<file path="src/rtl/multicycle_ctrl.sv">
// Multicycle ARM control unit: Moore FSM sequencing fetch/decode/execute/writeback.
// Optional retired-instruction counter enabled by defining MC_RETIRE_CNT_EN.
module multicycle_ctrl #(
   parameter int unsigned ALU_W = 2,
   parameter int unsigned CNT_W = 32
) (
   input  logic             clk,
   input  logic             reset,
   input  logic [1:0]       op,
   input  logic [5:0]       funct,
   input  logic [3:0]       rd,
   input  logic             cond_ex,
   output logic             pc_write,
   output logic             adr_src,
   output logic             mem_write,
   output logic             ir_write,
   output logic             reg_write,
   output logic [1:0]       result_src,
   output logic             alu_src_a,
   output logic [1:0]       alu_src_b,
   output logic [1:0]       imm_src,
   output logic [1:0]       reg_src,
   output logic [ALU_W-1:0] alu_control,
   output logic [1:0]       flag_write,
   output logic             illegal
`ifdef MC_RETIRE_CNT_EN
   ,
   output logic [CNT_W-1:0] instr_count
`endif
);

   typedef enum logic [3:0] {
      S_FETCH,
      S_DECODE,
      S_MEMADR,
      S_MEMREAD,
      S_MEMWB,
      S_MEMWRITE,
      S_EXECR,
      S_EXECI,
      S_ALUWB,
      S_BRANCH
   } state_t;

   localparam logic [2:0] ALU_ADD = 3'd0;
   localparam logic [2:0] ALU_SUB = 3'd1;
   localparam logic [2:0] ALU_AND = 3'd2;
   localparam logic [2:0] ALU_ORR = 3'd3;
   localparam logic [2:0] ALU_EOR = 3'd4;
   localparam logic [2:0] ALU_MOV = 3'd5;
   localparam logic       EXT_OPS = (ALU_W >= 3);

   if ((ALU_W < 2) || (ALU_W > 3) || (CNT_W < 1)) begin : g_param_check
      $error("multicycle_ctrl: unsupported ALU_W/CNT_W");
   end

   state_t state_q, state_d;

   logic       i_bit, s_bit, u_bit, l_bit;
   logic [3:0] cmd;
   logic       is_cmp, is_arith, alu_legal, s_eff, wr_en;
   logic [2:0] alu_dec;
   logic [2:0] alu_ctl;

   assign i_bit = funct[5];
   assign cmd   = funct[4:1];
   assign u_bit = funct[3];
   assign s_bit = funct[0];
   assign l_bit = funct[0];

   assign is_cmp   = (cmd == 4'b1010);
   assign is_arith = (cmd == 4'b0100) || (cmd == 4'b0010) || is_cmp;
   assign s_eff    = s_bit | is_cmp;

   always_comb begin
      alu_legal = 1'b1;
      alu_dec   = ALU_ADD;
      unique case (cmd)
         4'b0100: alu_dec = ALU_ADD;
         4'b0010,
         4'b1010: alu_dec = ALU_SUB;
         4'b0000: alu_dec = ALU_AND;
         4'b1100: alu_dec = ALU_ORR;
         4'b0001: begin
            alu_legal = EXT_OPS;
            alu_dec   = EXT_OPS ? ALU_EOR : ALU_ADD;
         end
         4'b1101: begin
            alu_legal = EXT_OPS;
            alu_dec   = EXT_OPS ? ALU_MOV : ALU_ADD;
         end
         default: begin
            alu_legal = 1'b0;
            alu_dec   = ALU_ADD;
         end
      endcase
   end

   always_comb begin
      state_d = state_q;
      if (reset) begin
         state_d = S_FETCH;
      end else begin
         unique case (state_q)
            S_FETCH:  state_d = S_DECODE;
            S_DECODE: begin
               unique case (op)
                  2'b00:   state_d = i_bit ? S_EXECI : S_EXECR;
                  2'b01:   state_d = S_MEMADR;
                  2'b10:   state_d = S_BRANCH;
                  default: state_d = S_FETCH;
               endcase
            end
            S_MEMADR:  state_d = l_bit ? S_MEMREAD : S_MEMWRITE;
            S_MEMREAD: state_d = S_MEMWB;
            S_EXECR,
            S_EXECI:   state_d = is_cmp ? S_FETCH : S_ALUWB;
            default:   state_d = S_FETCH;
         endcase
      end
   end

   always_ff @(posedge clk) begin
      state_q <= state_d;
   end

   // Writeback results go to the PC instead of the register file when rd is r15.
   always_comb begin
      pc_write   = 1'b0;
      adr_src    = 1'b0;
      mem_write  = 1'b0;
      ir_write   = 1'b0;
      reg_write  = 1'b0;
      result_src = 2'b00;
      alu_src_a  = 1'b0;
      alu_src_b  = 2'b00;
      alu_ctl    = ALU_ADD;
      flag_write = 2'b00;
      illegal    = 1'b0;
      wr_en      = 1'b0;
      unique case (state_q)
         S_FETCH: begin
            ir_write   = 1'b1;
            alu_src_a  = 1'b1;
            alu_src_b  = 2'b10;
            result_src = 2'b10;
            pc_write   = 1'b1;
         end
         S_DECODE: begin
            alu_src_a  = 1'b1;
            alu_src_b  = 2'b10;
            result_src = 2'b10;
            illegal    = (op == 2'b11);
         end
         S_MEMADR: begin
            alu_src_b = 2'b01;
            alu_ctl   = u_bit ? ALU_ADD : ALU_SUB;
         end
         S_MEMREAD: begin
            adr_src = 1'b1;
         end
         S_MEMWB: begin
            result_src = 2'b01;
            wr_en      = cond_ex;
            pc_write   = (rd == 4'd15) & wr_en;
            reg_write  = (rd != 4'd15) & wr_en;
         end
         S_MEMWRITE: begin
            adr_src   = 1'b1;
            mem_write = cond_ex;
         end
         S_EXECR,
         S_EXECI: begin
            alu_src_b     = (state_q == S_EXECI) ? 2'b01 : 2'b00;
            alu_ctl       = alu_legal ? alu_dec : ALU_ADD;
            flag_write[1] = s_eff & cond_ex & alu_legal;
            flag_write[0] = s_eff & cond_ex & alu_legal & is_arith;
            illegal       = ~alu_legal;
         end
         S_ALUWB: begin
            wr_en     = cond_ex & alu_legal;
            pc_write  = (rd == 4'd15) & wr_en;
            reg_write = (rd != 4'd15) & wr_en;
         end
         S_BRANCH: begin
            alu_src_b  = 2'b01;
            result_src = 2'b10;
            pc_write   = cond_ex;
         end
         default: begin
            pc_write = 1'b0;
         end
      endcase
      if (reset) begin
         pc_write   = 1'b0;
         ir_write   = 1'b0;
         mem_write  = 1'b0;
         reg_write  = 1'b0;
         flag_write = 2'b00;
         illegal    = 1'b0;
      end
   end

   assign alu_control = ALU_W'(alu_ctl);
   assign imm_src     = op;
   assign reg_src     = {op == 2'b01, op == 2'b10};

`ifdef MC_RETIRE_CNT_EN
   logic [CNT_W-1:0] count_q, count_d;
   logic             retire;

   // Illegal paths (op=11 out of DECODE, bad cmd out of ALUWB) do not retire.
   assign retire = ~reset && (state_d == S_FETCH) && (state_q != S_FETCH) &&
                   (state_q != S_DECODE) && !((state_q == S_ALUWB) && !alu_legal);

   always_comb begin
      count_d = count_q;
      if (reset)
         count_d = '0;
      else if (retire)
         count_d = count_q + 1'b1;
   end

   always_ff @(posedge clk) begin
      count_q <= count_d;
   end

   assign instr_count = count_q;
`endif

endmodule

</file>
<file path="config.mk">
export PLATFORM = sky130hd
export DESIGN_NAME = multicycle_ctrl
export DESIGN_NICKNAME = d
export VERILOG_FILES = /design/src/rtl/multicycle_ctrl.sv
export SDC_FILE = /design/constraint.sdc
export NUM_CORES = 1
export LEC_CHECK = 0
export ABC_CLOCK_PERIOD_IN_PS = 1450
export CELL_PAD_IN_SITES_DETAIL_PLACEMENT = 0
export CELL_PAD_IN_SITES_GLOBAL_PLACEMENT = 1
export CORE_MARGIN = 8
export CORE_UTILIZATION = 26
export CTS_BUF_LIST = sky130_fd_sc_hd__clkbuf_8
export DETAILED_ROUTE_END_ITERATION = 10
export HOLD_SLACK_MARGIN = 0.02
export PLACE_DENSITY = 0.84
export SYNTH_ARGS = -nofsm -noshare
export SYNTH_HDL_FRONTEND = slang
export SYNTH_SLANG_ARGS = --single-unit
</file>
<file path="constraint.sdc">
create_clock -name clk -period 1.45 [get_ports clk]
set_input_delay 0.29 -clock clk [delete_from_list [all_inputs] [get_ports clk]]
set_output_delay 0.29 -clock clk [all_outputs]
set_load 0.05 [all_outputs]
</file>
==> results.env, run 1 <==
STATUS='complete, but fails checks'
VIOLATIONS='negative setup slack'
DIE_X_UM=62.9
DETAIL_ROUTE.DRC_VIOLATIONS=0
IO_PINS=34
POST-ROUTE-MIN-PERIOD_NS=1.87
GRT-OVFL-TOTAL=0
SETUP_SLACK_NS=-0.423
TIMING.HOLD.WORST_PATH_DEPTH=3
GRT_USE_TOTAL_PCT=14.9
MAX_CAP_VIOLATIONS=0
FILL_CELLS=106
PRE_CTS_SLACK_NS=-0.714
SYNTH_AREA_UM2=573
SYNTH_FP_NETS=89
WL_PER_CELL_UM=17.4
CLOCK_TREE.HTREE_LEVEL_COUNT=1
CTS-HOLD-FIX-BUFFERS=0
DETAIL_ROUTE.VIAS_PER_CELL=4.99
CP.ARRIVAL_NS=1.58
TIMING.REG2REG.WORST_PATH_DEPTH=6
HPWLAFTERDP_MM=2.23
GRT_START_MAX_NET_PINS=8
CLKLATENCYLATEPIN_NS=0.22
DESIGN.CORE.AREA_UM2=2150
GRT_SETUP_UNREPAIRED='true'
TRITONCTS='yes'
DOMINANTREGCELLSYNTH='dfxtp_1'
REGMOSTFLOPS='state_q'
ROUTED_WL_MM=3.05
FINALHOLDVIOLATIONS=0
CELLPOWERDENSITY_nW_PER_UM2=562
TOTAL_LEAKAGE_POWER_nW=0.759
FINALHOLDWORSTSLACK_NS=0.524
REQUIRED_NS=1.16
NETLIST-CELL-TYPE-COUNT=37
SYNTH-SEQ-AREA-SHARE_PCT=14.0
WORSTSETUPPATHDEPTH=6
UTILIZATION_PCT=83.8
POST_SYNTH.CELL_AREA_AVG_UM2=7.74
SYNTH_WARNINGS=0
SYN_INST=74
WIRE_LENGTH_OF_THE_FIRST_GLOBAL_ROUTING_PASS_MM=4.82
TIMING.CRITICAL_PATH.CELLS='buf_6 -> buf_6 -> nor4b_4 -> nand3_2 -> a21oi_4 -> buf_12'
TRITONCTS_NUM_SINKS=4
CLKTRANSATPATHREGS_NS=0.03
DRT-INITIAL-DRC-COUNT=27
MIN_PERIOD_OVER_PERIOD_PCT=129
DIODES=0
SYNTH.FF_LATCH_COUNT=4
IRDROPWORSTVDD_mV=0.429
HOLD_CLASS='primary input to flip-flop'
CTS-BUFFERS-INSERTED=3
FINAL_WEIGHTED_CONGESTION_OF_ROUTABILITY_DRIVEN_GLOBAL_PLACEMENT=0.878
SYNTH_EDF_COUNT=0
POST_ROUTE_CELLS_DRIVE_ABOVE_1_SHARE_PCT=75.5
SLEW-LIMIT-HEADROOM_PCT=78.6
FIN_SKEW_NS=0.000721
POWER_mW=1.01
TRANSITION_AT_THE_PIN_WITH_THE_SMALLEST_MAX_TRANSITION_SLACK_NS=0.320
CELL_TYPE_WITH_THE_HIGHEST_OCCURRENCE_COUNT_ON_THE_CRITICAL_PATH='buf_6'
CLOCK-ROOT-BUFFER='clkbuf_8'
VIA_COUNT_OF_THE_FIRST_GLOBAL_ROUTING_PASS=983
DIE_HEIGHT_UM=62.9
TOTALNEGATIVESETUPSLACK_NS=-3.65
FLOORPLAN.ROWS=17
BIGGESTREGSBYFLOPS='state_q (4)'
TIMING.CRITICAL_PATH.FROM_TYPE='flip-flop'
MAX_CLOCK_FREQ_MHz=534
WORSTSETUPENDPOINTTYPE='output port'
GRT_ANTENNA_BEFORE_REPAIR=0
DIE-AREA_UM2=3960
WORST-PATH-BUF-INV=3
CPLARGESTDELAYFAMILY='simple AND/OR/NAND/NOR gates'
ANTENNA_LEFT=0
SYNTH-ASYNC-RESET-RATIO_PCT=0
CP_SLOWEST_STAGE_DELAY_NS=0.35
CTSLONGESTPATHBUFFERS=2
SYN2LAYOUT_AREA_GROWTH_PCT=214
PORT-BUFFER-COUNT=33
DESIGN.FINAL.NETS=164
SETUP_VIOLATIONS=15
DRT-PASS1-ITER-COUNT=4
LARGEST_REGISTER_FFS=4
CP_MAX_FO=4
FINALMAXSLEWVIOLATIONS=0
FLOORPLAN.INITIALDENSITY_PCT=26.7
SETUP.WORST_PATH.CLASS='flip-flop to output port'
CRIT_PATH_TOP_DELAY_CELL='dfxtp_4'
ROUTED-VIA-COUNT=873
placed cells by master (no fill, tap or decap), types with 2 or more instances in the layout:
master / count
a21o_1: 2
a21oi_1: 2
buf_12: 20
buf_2: 2
buf_4: 34
buf_6: 9
clkbuf_8: 3
clkdlybuf4s15_2: 2
clkdlybuf4s50_1: 6
dfxtp_4: 4
dlygate4sd2_1: 3
inv_1: 3
inv_2: 2
nand2b_4: 3
nor2_1: 6
nor2_4: 2
nor3_4: 4
nor4b_4: 5
o32ai_4: 2
worst register-to-register path: cells and delay by family (launching register included):
family,cells,cell delay (ns)
buf+inv,3,0.40
compound gates,2,0.24
simple gates,1,0.30
flops,1,0.35
per-stage QoR:
step / cells / cell area [um2]
CTS: 173 / 1770
floorplan: 74 / 772
detailed placement: 166 / 1560
global placement: 166 / 1560
global route: 175 / 1800
finish: 175 / 1800
routing by layer:
layer / track usage [%] / share of wire [%]
met5: 0 / 0
met4: 7.69 / 2.5
met3: 4.30 / 5.1
met2: 25.4 / 50
met1: 16.2 / 42
cells in the mapped netlist, drive strengths merged (2+ instances only):
cell | count | share of area [%]
a21o | 2 | 2.6
a21oi | 3 | 2.6
buf | 7 | 9.0
dfxtp | 4 | 14
inv | 5 | 3.3
nand2 | 2 | 1.3
nand2b | 4 | 4.4
nand3 | 2 | 1.7
nor2 | 8 | 5.2
nor2b | 3 | 3.7
nor3 | 5 | 4.4
nor4b | 5 | 14
o21ai | 3 | 2.6
o32ai | 2 | 3.1
or3 | 2 | 2.2
xor2 | 2 | 3.1
report_power, final:
part	total, mW	switching (mW)	internal [mW]
combinational	0.638	0.318	0.320
clock	0.239	0.0617	0.177
sequential	0.134	0.0177	0.116
area by class of cell:
type	count	area (um2)	area share, %
Timing Repair Buffer	77	881	49.0
Multi-Input combinational cell	58	728	40.5
Sequential cell	4	95.1	5.29
Inverter	5	18.8	1.04
Tap cell	28	35.0	1.95
Clock buffer	3	41.3	2.29
worst paths after layout:
path / startpoint / endpoint / slack, ns
worst max-delay path: state_q[2]$_SDFF_PP0_ / illegal / -0.42
worst min-delay path: reset / state_q[3]$_SDFF_PP0_ / 0.52
worst max register to register: state_q[2]$_SDFF_PP0_ / state_q[1]$_SDFF_PP0_ / 0.03
worst min register to register: state_q[0]$_SDFF_PP0_ / state_q[0]$_SDFF_PP0_ / 0.59
repair_timing:
item,4_1_cts,5_1_grt
endpoints found under the setup margin,19,16
pin swaps,12,14
hold endpoints to repair,0,0
buffers inserted,4,2
gates resized for setup,50,7
cells by family after synthesis:
logic type,after synthesis,synth area share (%)
and+or+nand+nor,37,44.3
xor gates and xnor gates,3,4.59
buffers and inverters,12,12.2
DFF,4,14.0
AOI/OAI and AO/OA,18,24.9
(Power assumes the default switching activity.)
==> inputs of run 2 (changes only) <==
==> config.mk (replaced) <==
export PLATFORM = sky130hd
export DESIGN_NAME = multicycle_ctrl
export DESIGN_NICKNAME = d
export VERILOG_FILES = /design/src/rtl/multicycle_ctrl.sv
export SDC_FILE = /design/constraint.sdc
export NUM_CORES = 1
export LEC_CHECK = 0
export ABC_CLOCK_PERIOD_IN_PS = 1550
export CELL_PAD_IN_SITES_DETAIL_PLACEMENT = 0
export CELL_PAD_IN_SITES_GLOBAL_PLACEMENT = 1
export CORE_MARGIN = 8
export CORE_UTILIZATION = 23
export CTS_BUF_LIST = sky130_fd_sc_hd__clkbuf_8
export DETAILED_ROUTE_END_ITERATION = 10
export HOLD_SLACK_MARGIN = 0.02
export PLACE_DENSITY = 0.78
export SYNTH_ARGS = -nofsm -noshare
export SYNTH_HDL_FRONTEND = slang
export SYNTH_SLANG_ARGS = --single-unit
==> constraint.sdc (replaced) <==
create_clock -name clk -period 1.55 [get_ports clk]
set_input_delay 0.31 -clock clk [delete_from_list [all_inputs] [get_ports clk]]
set_output_delay 0.31 -clock clk [all_outputs]
set_load 0.05 [all_outputs]
==> results.env, run 2 (same netlist as run 1, synthesis figures left out) <==
POWER_FRAC_COMB_PCT=61.8  # was 63.1%
CPLARGESTDELAYFAMILY='simple AND/OR/NAND/NOR gates'  # unchanged
MET3_WL_POST_DR_UM=163  # was 155 um
DETAIL_ROUTE.VIAS_PER_CELL=4.82  # was 4.99
GRT_START_MAX_NET_PINS=8  # unchanged
CP_SLOWEST_STAGE_DELAY_NS=0.35  # about the same
LAYOUT.CELLS.MOST_COMMON='buf_4'  # unchanged
GRT_USE_TOTAL_PCT=12.7  # was 14.9%
WORSTSETUPENDPOINTTYPE='output port'  # unchanged
ANTENNA_LEFT=0  # unchanged
CLOCK-ROOT-BUFFER='clkbuf_8'  # unchanged
TRITONCTS_NUM_SINKS=4  # unchanged
PLACED_CELLS=168  # was 166
CLKPWRFRAC_PCT=24.6  # was 23.6%
IRDROPWORSTVDD_mV=0.567  # was 0.429 mV
ROUTED-VIA-COUNT=849  # was 873
DIE-AREA_UM2=4340  # was 3960 um2
HOLD_CLASS='primary input to flip-flop'  # unchanged
FLOORPLAN.ROWS=18  # was 17
CRIT_PATH_TOP_DELAY_CELL='dfxtp_4'  # unchanged
IO_PINS=34  # unchanged
BIGGESTREGSBYFLOPS='state_q (4)'  # unchanged
SETUP_SLACK_NS=-0.279  # was -0.423 ns
GRT-OVFL-TOTAL=0  # unchanged
DRT-INITIAL-DRC-COUNT=24  # was 27
TIMING.CRITICAL_PATH.CELLS='nand2b_4 -> o31a_1 -> nor4b_4 -> buf_12'  # was buf_6 -> buf_6 -> nor4b_4 -> nand3_2 -> a21oi_4 -> buf_12
NET_SWITCHING_mW=0.358  # was 0.397 mW
FINAL_WEIGHTED_CONGESTION_OF_ROUTABILITY_DRIVEN_GLOBAL_PLACEMENT=0.786  # was 0.878
WIRE_LENGTH_OF_THE_FIRST_GLOBAL_ROUTING_PASS_MM=4.45  # was 4.82 mm
DRT-PASS1-ITER-COUNT=4  # unchanged
INSTANCES_NO_FILL=176  # was 175
DIE_HEIGHT_UM=65.9  # was 62.9 um
STATUS='complete, but fails checks'  # unchanged
DESIGN.FINAL.NETS=163  # was 164
CTS-HOLD-FIX-BUFFERS=0  # unchanged
MIN_PERIOD_OVER_PERIOD_PCT=118
P_INT_mW=0.562  # was 0.614 mW
DETAIL_ROUTE.DRC_VIOLATIONS=0  # unchanged
SLEW-LIMIT-HEADROOM_PCT=79.8  # was 78.6%
SETUP_VIOLATIONS=13  # was 15
FLOORPLAN.INITIALDENSITY_PCT=23.8  # was 26.7%
DIODES=0  # unchanged
TRANSITION_AT_THE_PIN_WITH_THE_SMALLEST_MAX_TRANSITION_SLACK_NS=0.301  # was 0.320 ns
FIN_SKEW_NS=0.00407  # was 0.000721 ns
TOP_LAYER='met4'  # unchanged
CTS-BUFFERS-INSERTED=3  # unchanged
VIOLATIONS='negative setup slack'  # unchanged
CP_MAX_FO=6  # was 4
POST-ROUTE-MIN-PERIOD_NS=1.83
VIA_COUNT_OF_THE_FIRST_GLOBAL_ROUTING_PASS=952  # was 983
POSTPLACECELLAREA_UM2=1520  # was 1560 um2
CLOCK_TREE.HTREE_LEVEL_COUNT=1  # unchanged
CLKLATENCYLATEPIN_NS=0.22  # about the same
MAX_CLOCK_FREQ_MHz=547
TRITONCTS='yes'  # unchanged
DIE_X_UM=65.9  # was 62.9 um
WIRELENGTH_MET1_MM=1.04  # was 1.29 mm
UTILIZATION_PCT=73.0  # was 83.8%
SETUP.WORST_PATH.CLASS='flip-flop to output port'  # unchanged
MOST_FREQUENT_CELLS_IN_THE_LAYOUT='34 x buf_4, 19 x buf_12, 8 x buf_6'  # was 34 x buf_4, 20 x buf_12, 9 x buf_6
SEQPWRFRAC_PCT=13.6  # was 13.3%
LARGEST_REGISTER_FFS=4  # unchanged
GRT_ANTENNA_BEFORE_REPAIR=0  # unchanged
WL_PER_CELL_UM=15.6  # was 17.4 um
TIMING.CRITICAL_PATH.FROM_TYPE='flip-flop'  # unchanged
TOTAL_LEAKAGE_POWER_nW=0.762  # was 0.759 nW
FINALHOLDVIOLATIONS=0  # unchanged
MAX_CAP_VIOLATIONS=0  # unchanged
WORST-PATH-BUF-INV=1  # was 3
PORT-BUFFER-COUNT=33  # unchanged
POSTLAYOUTCELLAREA_UM2=1760  # was 1800 um2
REQUIRED_NS=1.24  # was 1.16 ns
CTSLONGESTPATHBUFFERS=2  # unchanged
SYN2LAYOUT_AREA_GROWTH_PCT=207  # was 214%
GRT_SETUP_UNREPAIRED='true'  # unchanged
CP.ARRIVAL_NS=1.52  # was 1.58 ns
CELLPOWERDENSITY_nW_PER_UM2=523  # was 562 nW/um2
HPWLAFTERDP_MM=2.03  # was 2.23 mm
CLKTRANSATPATHREGS_NS=0.03  # about the same
DESIGN.CORE.AREA_UM2=2410  # was 2150 um2
REGMOSTFLOPS='state_q'  # unchanged
WL_MET2_MM=1.52  # was 1.53 mm
FINALMAXSLEWVIOLATIONS=0  # unchanged
NETSWITCHINGFRACTION_PCT=38.9  # was 39.3%
ROUTED_WL_MM=2.74  # was 3.05 mm
POST_ROUTE_CELLS_DRIVE_ABOVE_1_SHARE_PCT=72.6  # was 75.5%
-- run 2: power groups by stage --
| stage | Clock [mW] | Combinational [mW] | Sequential [mW] |
|---|---|---|---|
| finish | 0.227 | 0.569 | 0.125 |
| global route | 0.237 | 0.599 | 0.127 |
| CTS | 0.234 | 0.540 | 0.124 |
| detailed placement | 0 | 0.514 | 0.124 |
| global placement | 0 | 0.508 | 0.124 |
| floorplan | 0 | 0.260 | 0.116 |
-- run 2: layout make-up --
cell class,count,area [um2]
multi-input combinational,58,703
clock buffer,3,41.3
tap,30,37.5
sequential,4,95.1
inverter,5,21.3
fill,161,651
timing repair buffer,76,861
-- run 2: per-layer routing --
layer	up-vias	GRT usage, %
met5	-	0
met4	0	4.90
met3	4	3.73
met2	24	23.4
met1	408	13.2
li1	413	-
-- run 2: tightest hold or removal path: cells and delay by family --
| family | cells | cell delay [ns] |
|---|---|---|
| buffers and inverters | 2 | 0.26 |
| and+or+nand+nor | 1 | 0.05 |
-- run 2: per-stage QoR --
step	TNS (ns)	total power, mW	hold slack, ns	setup slack [ns]
5_1_grt	-2.45	0.963	0.462	-0.303
6_report	-1.87	0.921	0.440	-0.279
4_1_cts	-2.12	0.898	0.476	-0.316
3_5_place_dp	-4.44	0.638	0.511	-0.562
3_3_place_gp	-4.13	0.632	0.503	-0.532
2_1_floorplan	-1.36	0.376	0.375	-0.259
-- run 2: worst paths after layout --
| path | start | end | slack (ns) | cells past startpoint |
|---|---|---|---|---|
| max | state_q[2]$_SDFF_PP0_ | reg_write | -0.28 | 4 |
| min | reset | state_q[3]$_SDFF_PP0_ | 0.44 | 3 |
| max reg2reg | state_q[3]$_SDFF_PP0_ | state_q[1]$_SDFF_PP0_ | 0.09 | 5 |
| min reg2reg | state_q[0]$_SDFF_PP0_ | state_q[0]$_SDFF_PP0_ | 0.48 | 1 |
-- run 2: what timing repair did --
item / in CTS / in global routing
setup endpoints to repair: 17 / 17
pin swaps: 11 / 9
cloned: 0 / 0
gates resized for setup: 41 / 20
setup buffers: 3 / 4
==> inputs of run 3 (changes only) <==
--- a/config.mk
+++ b/config.mk
@@ -11,8 +11,8 @@
 export CORE_MARGIN = 8
 export CORE_UTILIZATION = 23
 export CTS_BUF_LIST = sky130_fd_sc_hd__clkbuf_8
+export CTS_CLUSTER_DIAMETER = 60
 export DETAILED_ROUTE_END_ITERATION = 10
-export HOLD_SLACK_MARGIN = 0.02
 export PLACE_DENSITY = 0.78
 export SYNTH_ARGS = -nofsm -noshare
 export SYNTH_HDL_FRONTEND = slang
==> results of run 3 <==
Final layout, timing and power as in run 2 (identical DEF).
